## src/rtl/led_pkg.sv

```systemverilog
// Shared encodings, constants and the frame-pattern generator for the LED pattern sequencer.
package led_pkg;

  typedef enum logic [1:0] {
    MODE_CHECKER = 2'd0,
    MODE_COUNTER = 2'd1,
    MODE_WALK    = 2'd2,
    MODE_FILL    = 2'd3
  } mode_e;

  typedef enum logic {
    ST_RUN   = 1'b0,
    ST_PAUSE = 1'b1
  } run_state_e;

  localparam logic [7:0] LED_ALL_OFF = 8'hFF;
  localparam logic [7:0] CHECK_A     = 8'hAA;
  localparam logic [7:0] CHECK_B     = 8'h55;

  localparam int BTN_RUN   = 0;
  localparam int BTN_STEP  = 1;
  localparam int BTN_MODE  = 2;
  localparam int BTN_SPEED = 3;

  localparam logic [5:0] FILL_LAST = 6'd32;

  // Frame word layout: bits [8*r +: 8] hold row r, so LED index k = row*8+bit is bit k.
  localparam logic [31:0] ROWS_RESET = {CHECK_B, CHECK_A, CHECK_B, CHECK_A};

  function automatic logic [31:0] pattern_rows(input mode_e mode, input logic [31:0] count,
                                               input logic [5:0] fill_n);
    logic [31:0] leds;
    leds = {4{LED_ALL_OFF}};
    case (mode)
      MODE_CHECKER: leds = count[0] ? {CHECK_A, CHECK_B, CHECK_A, CHECK_B} : ROWS_RESET;
      MODE_COUNTER: leds = ~{count[7:0], count[15:8], count[23:16], count[31:24]};
      MODE_WALK:    leds = ~(32'h0000_0001 << count[4:0]);
      MODE_FILL: begin
        if (fill_n >= FILL_LAST) begin
          leds = 32'h0000_0000;
        end else begin
          leds = ~((32'h0000_0001 << fill_n) - 32'h0000_0001);
        end
      end
      default:      leds = {4{LED_ALL_OFF}};
    endcase
    return leds;
  endfunction

endpackage

```

## src/rtl/button_debounce.sv

```systemverilog
// One push-button: 2-FF synchronizer, stability counter and a single-cycle press pulse.
module button_debounce #(
  parameter int DEBOUNCE_CYCLES = 65536
) (
  input  logic clk_i,
  input  logic rst_i,
  input  logic button_n_i,
  output logic press_o
);

  localparam int CW = (DEBOUNCE_CYCLES > 2) ? $clog2(DEBOUNCE_CYCLES) : 1;
  localparam logic [CW-1:0] CNT_LAST = CW'(DEBOUNCE_CYCLES - 1);
  localparam logic [CW-1:0] CNT_ONE  = CW'(1);

  logic [1:0]    sync_q;
  logic          stable_q, stable_d;
  logic [CW-1:0] cnt_q, cnt_d;
  logic          press_q, press_d;

  // The debounced level only follows the synchronized level after a full run of equal samples.
  always_comb begin
    stable_d = stable_q;
    cnt_d    = '0;
    press_d  = 1'b0;
    if (sync_q[1] != stable_q) begin
      if (cnt_q == CNT_LAST) begin
        stable_d = sync_q[1];
        cnt_d    = '0;
        press_d  = sync_q[1];
      end else begin
        stable_d = stable_q;
        cnt_d    = cnt_q + CNT_ONE;
        press_d  = 1'b0;
      end
    end else begin
      stable_d = stable_q;
      cnt_d    = '0;
      press_d  = 1'b0;
    end
  end

  // Raw input is active-low; the synchronizer carries an active-high "pressed" level.
  always_ff @(posedge clk_i or posedge rst_i) begin
    if (rst_i) begin
      sync_q   <= 2'b00;
      stable_q <= 1'b0;
      cnt_q    <= '0;
      press_q  <= 1'b0;
    end else begin
      sync_q   <= {sync_q[0], ~button_n_i};
      stable_q <= stable_d;
      cnt_q    <= cnt_d;
      press_q  <= press_d;
    end
  end

  assign press_o = press_q;

endmodule

```

## src/rtl/led_pattern_sequencer.sv

```systemverilog
// LED pattern sequencer: button-driven run/pause, step, mode and speed control producing
// animated 4x8 row patterns for the matrix scanner.
module led_pattern_sequencer
  import led_pkg::*;
#(
  parameter int TICK_DIV        = 2097152,
  parameter int DEBOUNCE_CYCLES = 65536
) (
  input  logic       i_clock,
  input  logic       i_reset,
  input  logic [3:0] i_button,
  output logic [7:0] o_row0,
  output logic [7:0] o_row1,
  output logic [7:0] o_row2,
  output logic [7:0] o_row3,
  output logic [1:0] o_mode,
  output logic       o_running,
  output logic       o_tick
);

  localparam int PW = $clog2(TICK_DIV);
  localparam logic [PW-1:0] PRESC_LAST0 = PW'(TICK_DIV - 1);
  localparam logic [PW-1:0] PRESC_LAST1 = PW'((TICK_DIV >> 1) - 1);
  localparam logic [PW-1:0] PRESC_LAST2 = PW'((TICK_DIV >> 2) - 1);
  localparam logic [PW-1:0] PRESC_LAST3 = PW'((TICK_DIV >> 3) - 1);
  localparam logic [PW-1:0] PRESC_ONE   = PW'(1);

  logic [3:0]    press_s;
  logic          run_ev_s, step_ev_s, mode_ev_s, speed_ev_s;
  logic [PW-1:0] presc_last_s;
  logic          tick_s;

  run_state_e    state_q, state_d;
  mode_e         mode_q, mode_d;
  logic [1:0]    speed_q, speed_d;
  logic [PW-1:0] presc_q, presc_d;
  logic [31:0]   count_q, count_d;
  logic [5:0]    fill_q, fill_d;
  logic [31:0]   rows_q, rows_d;
  logic          running_q, running_d;
  logic          tick_q;

  for (genvar g = 0; g < 4; g++) begin : g_btn
    button_debounce #(
      .DEBOUNCE_CYCLES(DEBOUNCE_CYCLES)
    ) u_debounce (
      .clk_i      (i_clock),
      .rst_i      (i_reset),
      .button_n_i (i_button[g]),
      .press_o    (press_s[g])
    );
  end

  assign run_ev_s   = press_s[BTN_RUN];
  assign step_ev_s  = press_s[BTN_STEP];
  assign mode_ev_s  = press_s[BTN_MODE];
  assign speed_ev_s = press_s[BTN_SPEED];

  // Terminal prescaler count for the current speed setting.
  always_comb begin
    case (speed_q)
      2'd0:    presc_last_s = PRESC_LAST0;
      2'd1:    presc_last_s = PRESC_LAST1;
      2'd2:    presc_last_s = PRESC_LAST2;
      2'd3:    presc_last_s = PRESC_LAST3;
      default: presc_last_s = PRESC_LAST0;
    endcase
  end

  // Step is judged against the state before any same-cycle run/pause toggle.
  assign tick_s = (state_q == ST_RUN) ? (presc_q == presc_last_s) : step_ev_s;

  // Next-state for the run FSM, prescaler, speed, mode and pattern count.
  always_comb begin
    if (run_ev_s) begin
      state_d = (state_q == ST_RUN) ? ST_PAUSE : ST_RUN;
    end else begin
      state_d = state_q;
    end
    running_d = (state_d == ST_RUN);

    if (speed_ev_s) begin
      speed_d = speed_q + 2'd1;
    end else begin
      speed_d = speed_q;
    end

    if (speed_ev_s || mode_ev_s) begin
      presc_d = '0;
    end else if (state_q == ST_RUN) begin
      presc_d = (presc_q == presc_last_s) ? '0 : presc_q + PRESC_ONE;
    end else begin
      presc_d = presc_q;
    end

    if (mode_ev_s) begin
      mode_d = mode_e'(mode_q + 2'd1);
    end else begin
      mode_d = mode_q;
    end

    // fill_q tracks count mod 33; 2^32 is not a multiple of 33, so the count wrap restarts it.
    if (mode_ev_s) begin
      count_d = 32'h0000_0000;
      fill_d  = 6'd0;
    end else if (tick_s) begin
      count_d = count_q + 32'h0000_0001;
      fill_d  = ((count_q == 32'hFFFF_FFFF) || (fill_q == FILL_LAST)) ? 6'd0 : fill_q + 6'd1;
    end else begin
      count_d = count_q;
      fill_d  = fill_q;
    end

    rows_d = pattern_rows(mode_d, count_d, fill_d);
  end

  // All sequencer state and registered outputs.
  always_ff @(posedge i_clock or posedge i_reset) begin
    if (i_reset) begin
      state_q   <= ST_RUN;
      mode_q    <= MODE_CHECKER;
      speed_q   <= 2'd0;
      presc_q   <= '0;
      count_q   <= 32'h0000_0000;
      fill_q    <= 6'd0;
      rows_q    <= ROWS_RESET;
      running_q <= 1'b1;
      tick_q    <= 1'b0;
    end else begin
      state_q   <= state_d;
      mode_q    <= mode_d;
      speed_q   <= speed_d;
      presc_q   <= presc_d;
      count_q   <= count_d;
      fill_q    <= fill_d;
      rows_q    <= rows_d;
      running_q <= running_d;
      tick_q    <= tick_s;
    end
  end

  assign o_row0    = rows_q[7:0];
  assign o_row1    = rows_q[15:8];
  assign o_row2    = rows_q[23:16];
  assign o_row3    = rows_q[31:24];
  assign o_mode    = mode_q;
  assign o_running = running_q;
  assign o_tick    = tick_q;

endmodule

```

## config.mk

```make
export PLATFORM = sky130hd
export DESIGN_NAME = led_pattern_sequencer
export DESIGN_NICKNAME = d
export VERILOG_FILES = /design/src/rtl/led_pkg.sv /design/src/rtl/button_debounce.sv /design/src/rtl/led_pattern_sequencer.sv
export SDC_FILE = /design/constraint.sdc
export NUM_CORES = 1
export LEC_CHECK = 0
export CAP_MARGIN = 25
export CORE_MARGIN = 1
export CORE_UTILIZATION = 61
export CTS_BUF_LIST = sky130_fd_sc_hd__clkbuf_16
export DETAILED_ROUTE_END_ITERATION = 8
export GPL_TIMING_DRIVEN = 1
export PLACE_DENSITY = 0.78
export SLEW_MARGIN = 10
export SYNTH_ARGS = -nofsm -noshare
export SYNTH_HDL_FRONTEND = slang
export SYNTH_SLANG_ARGS = --single-unit
```

## constraint.sdc

```tcl
create_clock -name i_clock -period 6.1 [get_ports i_clock]
set_input_delay 0.61 -clock i_clock [delete_from_list [all_inputs] [get_ports i_clock]]
set_output_delay 0.61 -clock i_clock [all_outputs]
set_load 0.005 [all_outputs]
```

# == Yosys cells after proc, flatten, opt, wreduce, memory -nomap -nowiden ==
# Index checks and enable logic that the tools add are counted.
# word_totals
register_bits,178
latchBits,0
mem_bits_rw,0
rom_bits,0
inputBits,6
wordCells,104
memories,0
# classes
addsub,10
n_mul,0
div_mod_pow,0
n_lt_le_gt_ge,1
eq_ne,18
shifts,2
n_mux,32
bitwise_logic,8
n_reduce_logical,8
# op_table
operator,n
16-bit 2-to-1 mux,8
32-bit 2-to-1 mux,4
32-bit one-hot mux with 4 select lines,1
32-bit NOT,3
21-bit one-hot mux with 4 select lines,1
16-bit by 1-bit adder with 16-bit output (second input constant),4
16-bit equality test (second input constant),4
21-bit 2-to-1 mux,3
32-bit by 1-bit adder with 32-bit output (second input constant),1
32-bit equality test (second input constant),1
1-bit by 5-bit << shifter with 32-bit output (first input constant),1
1-bit by 6-bit << shifter with 32-bit output (first input constant),1
32-bit by 1-bit subtractor with 32-bit output (second input constant),1
21-bit by 1-bit adder with 21-bit output (second input constant),1
21-bit equality test,1
6-bit 2-to-1 mux,3
1-bit 2-to-1 mux,11
2-bit equality test (second input constant),4
2-bit AND reduction,4
6-bit by 1-bit adder with 6-bit output (second input constant),1
6-bit equality test (second input constant),1
6-bit greater-or-equal comparator (second input constant),1
1-bit NOT,5
2-bit by 1-bit adder with 2-bit output (second input constant),2
other kinds (6),12

# == Logic depth before layout (Yosys ltp) ==
# depth
ltp_word,11
ltp_mapped,18
mapped_depth_nobuf,15

# == Modules after synthesis ==
# Synthesis repeated with hierarchy kept, for this count alone.
# hier_totals
hier_cells,1126
area_unflattened_um2,10074.7
# by_module_without_submodules
module,n_inst,cells_each,area_per_inst_um2
led_pattern_sequencer,1,774,6401.1
button_debounce,4,88,918.4

# == Worst setup path after synthesis ==
# No wires, ideal clock.
# synth_path
kind,reg-to-reg
from,register speed_q[0]
to,register rows_q[24]
setup_time_ns,0.089
t_arrival_ns,3.580
required_time_ns,6.011
setup_slack_ns,2.431
stages_incl_launch_ff,16
path_buffers,2
cell_sequence,dfrtp_1 inv_1 ha_1 nor4bb_1 o31a_1 buf_2 a31oi_2 or3_1 a31oi_1 or3_1 ha_1 buf_2 nand4_4 nor3_4 a21oi_2 o32ai_2
# synth_between
elab_chain_cells,11
elab_cells_between_ends,21
classes_between,add/sub: 1; order compare: 1; eq/ne: 4; shift: 2; mux: 9; bitwise: 3; reduce/logical: 1
# synth_lines
element,line,text
start: declaration,led_pattern_sequencer.sv:35,"logic [1:0] speed_q, speed_d;"
start signal: assignment,led_pattern_sequencer.sv:132,speed_q <= speed_d;
2-bit equality test (tied with other cells),led_pattern_sequencer.sv:61,case (speed_q)
21-bit one-hot mux with 4 select lines (*),led_pattern_sequencer.sv:61,
21-bit equality test (*),led_pattern_sequencer.sv:71,assign tick_s = (state_q == ST_RUN) ? (presc_q == presc_last_s) : step_ev_s;
1-bit 2-to-1 mux (*),led_pattern_sequencer.sv:71,
6-bit 2-to-1 mux,led_pattern_sequencer.sv:106,end else if (tick_s) begin
6-bit 2-to-1 mux,led_pattern_sequencer.sv:103,if (mode_ev_s) begin
1-bit by 6-bit << shifter with 32-bit output,led_pkg.sv:42,leds = ~((32'h0000_0001 << fill_n) - 32'h0000_0001);
32-bit by 1-bit subtractor with 32-bit output,led_pkg.sv:42,
32-bit NOT,led_pkg.sv:42,
32-bit 2-to-1 mux,led_pkg.sv:39,if (fill_n >= FILL_LAST) begin
32-bit one-hot mux with 4 select lines (*),led_pkg.sv:34,case (mode)
net rows_d[24],led_pattern_sequencer.sv:39,"logic [31:0] rows_q, rows_d;"
end signal: assignment,led_pattern_sequencer.sv:136,rows_q <= rows_d;
end: declaration,led_pattern_sequencer.sv:39,
# The timed path passes the listed nets; every way through them passes the cells marked *. The select of a mux whose other input is x is not followed.
# A chain may end at the register's enable or synchronous reset.

# == Worst setup path in the final report ==
# layout_path
from,register speed_q[0]
to,register rows_q[28]
# layout_between
elab_chain_cells,11
elab_cells_between_ends,21
classes_between,add/sub: 1; order compare: 1; eq/ne: 4; shift: 2; mux: 9; bitwise: 3; reduce/logical: 1
# layout_lines
element,line,text
2-bit equality test (tied with other cells),led_pattern_sequencer.sv:61,
21-bit one-hot mux with 4 select lines (*),led_pattern_sequencer.sv:61,
21-bit equality test (*),led_pattern_sequencer.sv:71,
1-bit 2-to-1 mux (*),led_pattern_sequencer.sv:71,
6-bit 2-to-1 mux (*),led_pattern_sequencer.sv:106,
6-bit 2-to-1 mux (*),led_pattern_sequencer.sv:103,
net fill_d[3],led_pattern_sequencer.sv:38,"logic [5:0] fill_q, fill_d;"
1-bit by 6-bit << shifter with 32-bit output,led_pkg.sv:42,
32-bit by 1-bit subtractor with 32-bit output,led_pkg.sv:42,
32-bit NOT,led_pkg.sv:42,
32-bit 2-to-1 mux (*),led_pkg.sv:39,
32-bit one-hot mux with 4 select lines (*),led_pkg.sv:34,
net rows_d[28],led_pattern_sequencer.sv:39,
# Marks and branches as above.

==> run summary <==
Final Hold Fails - 0
Number of enable flip-flop cells after synthesis - 0
Row count - 46
Max H-tree Level - 4
Total Routing Usage GR - 30.39%
Synth Register Bits - 178
Final Cycle Share - 79.33%
Storage cell area - 0.004477 mm²
Drt total wl - 23820 µm
Clock power share - 47.8%
Hold Path Origin - g_btn[2].u_debounce.sync_q[0]
IO buf count - 41
Slowest stage delay, CP - 0.80 ns
Final Setup Violations - 0
Hold Path Class - flop to flop
First-pass GRT wire length - 38800 µm
Ys flop type - dfrtp_1
Psw - 530.0 µW
R2R Path Start - speed_q[0]
Measured slew at the worst slew-check pin - 0.9311 ns
Distinct cells, synth - 83
Avg Inst Size Synth - 9.164 µm²
Die X - 128.8 µm
Cell chain of the critical path - inv_1 > ha_1 > nor4bb_1 > o31a_1 > a31oi_2 > o21ai_1 > nand2b_1 > inv_2 > or3_1 > ha_1 > nand4_4 > nor3_4 > or3_1 > a31o_1
Post-Route Skew - 0.01482 ns
Slew HR - 37.70%
Syn Inst Count - 1071
Max Fclk - 206.6 MHz
Gate power share - 2.0%
WP data arrival - 5.20 ns
Drt via density - 6.096
Status - complete, no violations
Syn nets - 1089
Die Y - 128.8 µm
Max Root-Sink Buffers - 2
# Post-CTS Setup Buffers - 0
Pwr Total - 2.384 mW
Drt pass-1 iters - 7
Multi-input logic area - 0.005040 mm²
Peak supply drop - 0.0003581 V
Yosys Warn Count - 0
Drt drc - 0
Core area - 0.01577 mm²
Final net count - 1115
Max Cap Viol - 0
CP startpoint kind - flop
Post-cts resize count - 0
Slowest-stage cell, CP - o21ai_1
Largest net degree at the start of global routing - 85
Sequential power share - 50.2%
Largest delay share family, worst path - simple AND/OR/NAND/NOR gates
Clock Latency Late Sink - 0.44 ns
Req. time, crit path - 6.46 ns
Setup TNS - 0 ns
Asr flop ratio synth - 100.0%
Critical path endpoint category - flop
Num ports - 42
GRT overflow - 0
Final slew viol count - 0
CP startpoint - speed_q[0]
CTS Sinks - 178
Initial antenna violation count - 0
ANT nets after route - 0
Total number of vias - 8083
Worst Path Buf+Inv - 2
Seq/Total Area, Yosys - 45.60%
Maximum fanout along the worst path - 14
Full die area - 0.01660 mm²
Final critical-path required period - 4.839 ns
P_int - 1.854 mW
Fill count - 1286
Most common cell after layout, fill and taps aside - nor2_1
Cell Pwr Density - 216.6 mW/mm²
Routability cong. - 0.9968
Clock root buffer - clkbuf_16
Post-CTS Hold Fix Bufs - 0
DRT iter0 DRCs - 754
Synthesis-to-layout area growth - 12.15%
N_diodes - 0
Commonest non-fill, non-tap cells in the layout - 174 x nor2_1, 160 x dfrtp_1, 95 x nand2_1
Starting Density - 62.23%
Crit Path Class - flop to flop
CTS tree - done
RSZ-0062 raised after global routing - no
CTS Buf Count - 17
Fraction of layout cells with a size suffix above 1 - 8.919%
Leakage - 4.640 nW
Detailed-route wire length per cell - 17.96 µm
Vias in the first global route - 7498
Sw Ratio - 22.23%
Post-Syn Area - 0.009814 mm²
Post-DP HPWL - 17100 µm
Worst-path clk slew - 0.07 ns
==> layout make-up <==
cell class | count | area share, %
clock inverter | 15 | 1.626
inverter | 32 | 1.137
timing repair buffer | 49 | 4.456
sequential | 178 | 40.67
tap | 216 | 2.455
clock buffer | 17 | 3.865
multi-input combinational | 819 | 45.79
==> sequential cells by signal, indices dropped and copies added, names as in the netlist <==
register	cells
o_running	1
g_btn.u_debounce.cnt_q	64
o_tick	1
count_q	32
g_btn.u_debounce.stable_q	4
g_btn.u_debounce.sync_q	8
rows_q	32
state_q	1
fill_q	6
speed_q	2
o_mode	2
g_btn.u_debounce.press_o	4
presc_q	21
==> per-layer routing <==
layer | track usage, % | routed length [µm] | up-vias | part of all wire [%]
met5 | 0 | 0 | - | 0
li1 | - | - | 3848 | -
met2 | 45.28 | 10710 | 302 | 45
met1 | 44.13 | 10850 | 3898 | 46
met3 | 7.568 | 1780 | 35 | 7.5
met4 | 8.512 | 476 | 0 | 2.0
==> cells in the mapped netlist (3+ instances only) <==
| cell | number | area, µm² |
|---|---|---|
| a21o_1 | 5 | 37.54 |
| nor2_1 | 174 | 653.1 |
| o31a_1 | 6 | 52.55 |
| nor3_4 | 3 | 48.80 |
| nor3b_1 | 4 | 30.03 |
| o21ai_0 | 73 | 365.4 |
| inv_1 | 28 | 105.1 |
| xor2_1 | 49 | 429.2 |
| dfstp_2 | 17 | 446.7 |
| buf_2 | 9 | 45.04 |
| a21oi_1 | 32 | 160.2 |
| o211ai_1 | 5 | 37.54 |
| or4_1 | 4 | 30.03 |
| nand3b_1 | 6 | 45.04 |
| and3_1 | 36 | 225.2 |
| a211oi_1 | 3 | 22.52 |
| o31ai_1 | 5 | 37.54 |
| and2_1 | 11 | 68.82 |
| nand2_1 | 95 | 356.6 |
| dfrtp_1 | 161 | 4029 |
| nor3_1 | 18 | 90.09 |
| a41oi_1 | 10 | 87.58 |
| mux2_2 | 5 | 56.30 |
| nand2b_1 | 9 | 56.30 |
| or3_1 | 10 | 62.56 |
| o211a_1 | 3 | 30.03 |
| mux2i_1 | 4 | 40.04 |
| nor4_1 | 13 | 81.33 |
| buf_1 | 4 | 15.01 |
| o22ai_1 | 4 | 25.02 |
| xnor2_1 | 55 | 481.7 |
| o21ai_1 | 3 | 15.01 |
| a311oi_1 | 5 | 43.79 |
| a31oi_1 | 16 | 100.1 |
| nand4_1 | 23 | 143.9 |
| o21a_1 | 4 | 30.03 |
| clkbuf_1 | 27 | 101.4 |
| and4_1 | 6 | 52.55 |
| ha_1 | 12 | 150.1 |
| or2_2 | 5 | 31.28 |
| nand3_1 | 55 | 275.3 |
==> per-stage QoR <==
stage                     utilization (%)  instance area, µm²  hold WS (ns)  std cells  setup WS [ns]
after floorplan                         -                9814        0.3312       1071         0.6879
after global placement              65.74               10370        0.3326       1292          1.507
after detailed placement            65.79               10380        0.3347       1293          1.372
after CTS                           69.62               10980        0.3496       1325          1.343
after global routing                69.80               11010        0.3533       1326         0.9329
final                               69.80               11010        0.3489       1326          1.261
==> power by group through the flow <==
stage / logic (mW) / registers [mW] / clock network (mW)
floorplan: 0.0342 / 1.22 / 0
global placement: 0.0475 / 1.22 / 0
detailed placement: 0.0483 / 1.22 / 0
CTS: 0.0483 / 1.20 / 1.15
global route: 0.0571 / 1.20 / 1.20
finish: 0.0482 / 1.20 / 1.14
==> cell families after synthesis <==
group	Yosys count	share of synthesized area, %
XOR/XNOR	104	9.281
AND/OR/NAND/NOR	492	25.85
multiplexers	9	0.9816
AO/OA/AOI/OAI	202	13.65
flip-flops	178	45.60
adder cells (fa/ha/maj)	12	1.530
buffers and inverters	74	3.098
==> path summary, 6_finish.rpt <==
kind                                                 end  slack [ns]  depth (start not counted)
setup / recovery                              rows_q[28]        1.26                         14
hold / removal             g_btn[2].u_debounce.sync_q[1]        0.35                          0
setup reg to reg                              rows_q[28]        1.26                         14
hold reg to reg            g_btn[2].u_debounce.sync_q[1]        0.35                          0
max in group asynchronous                    presc_q[14]        4.49                          3
min in group asynchronous   g_btn[3].u_debounce.cnt_q[7]        0.50                          2
(Power assumes the default switching activity.)
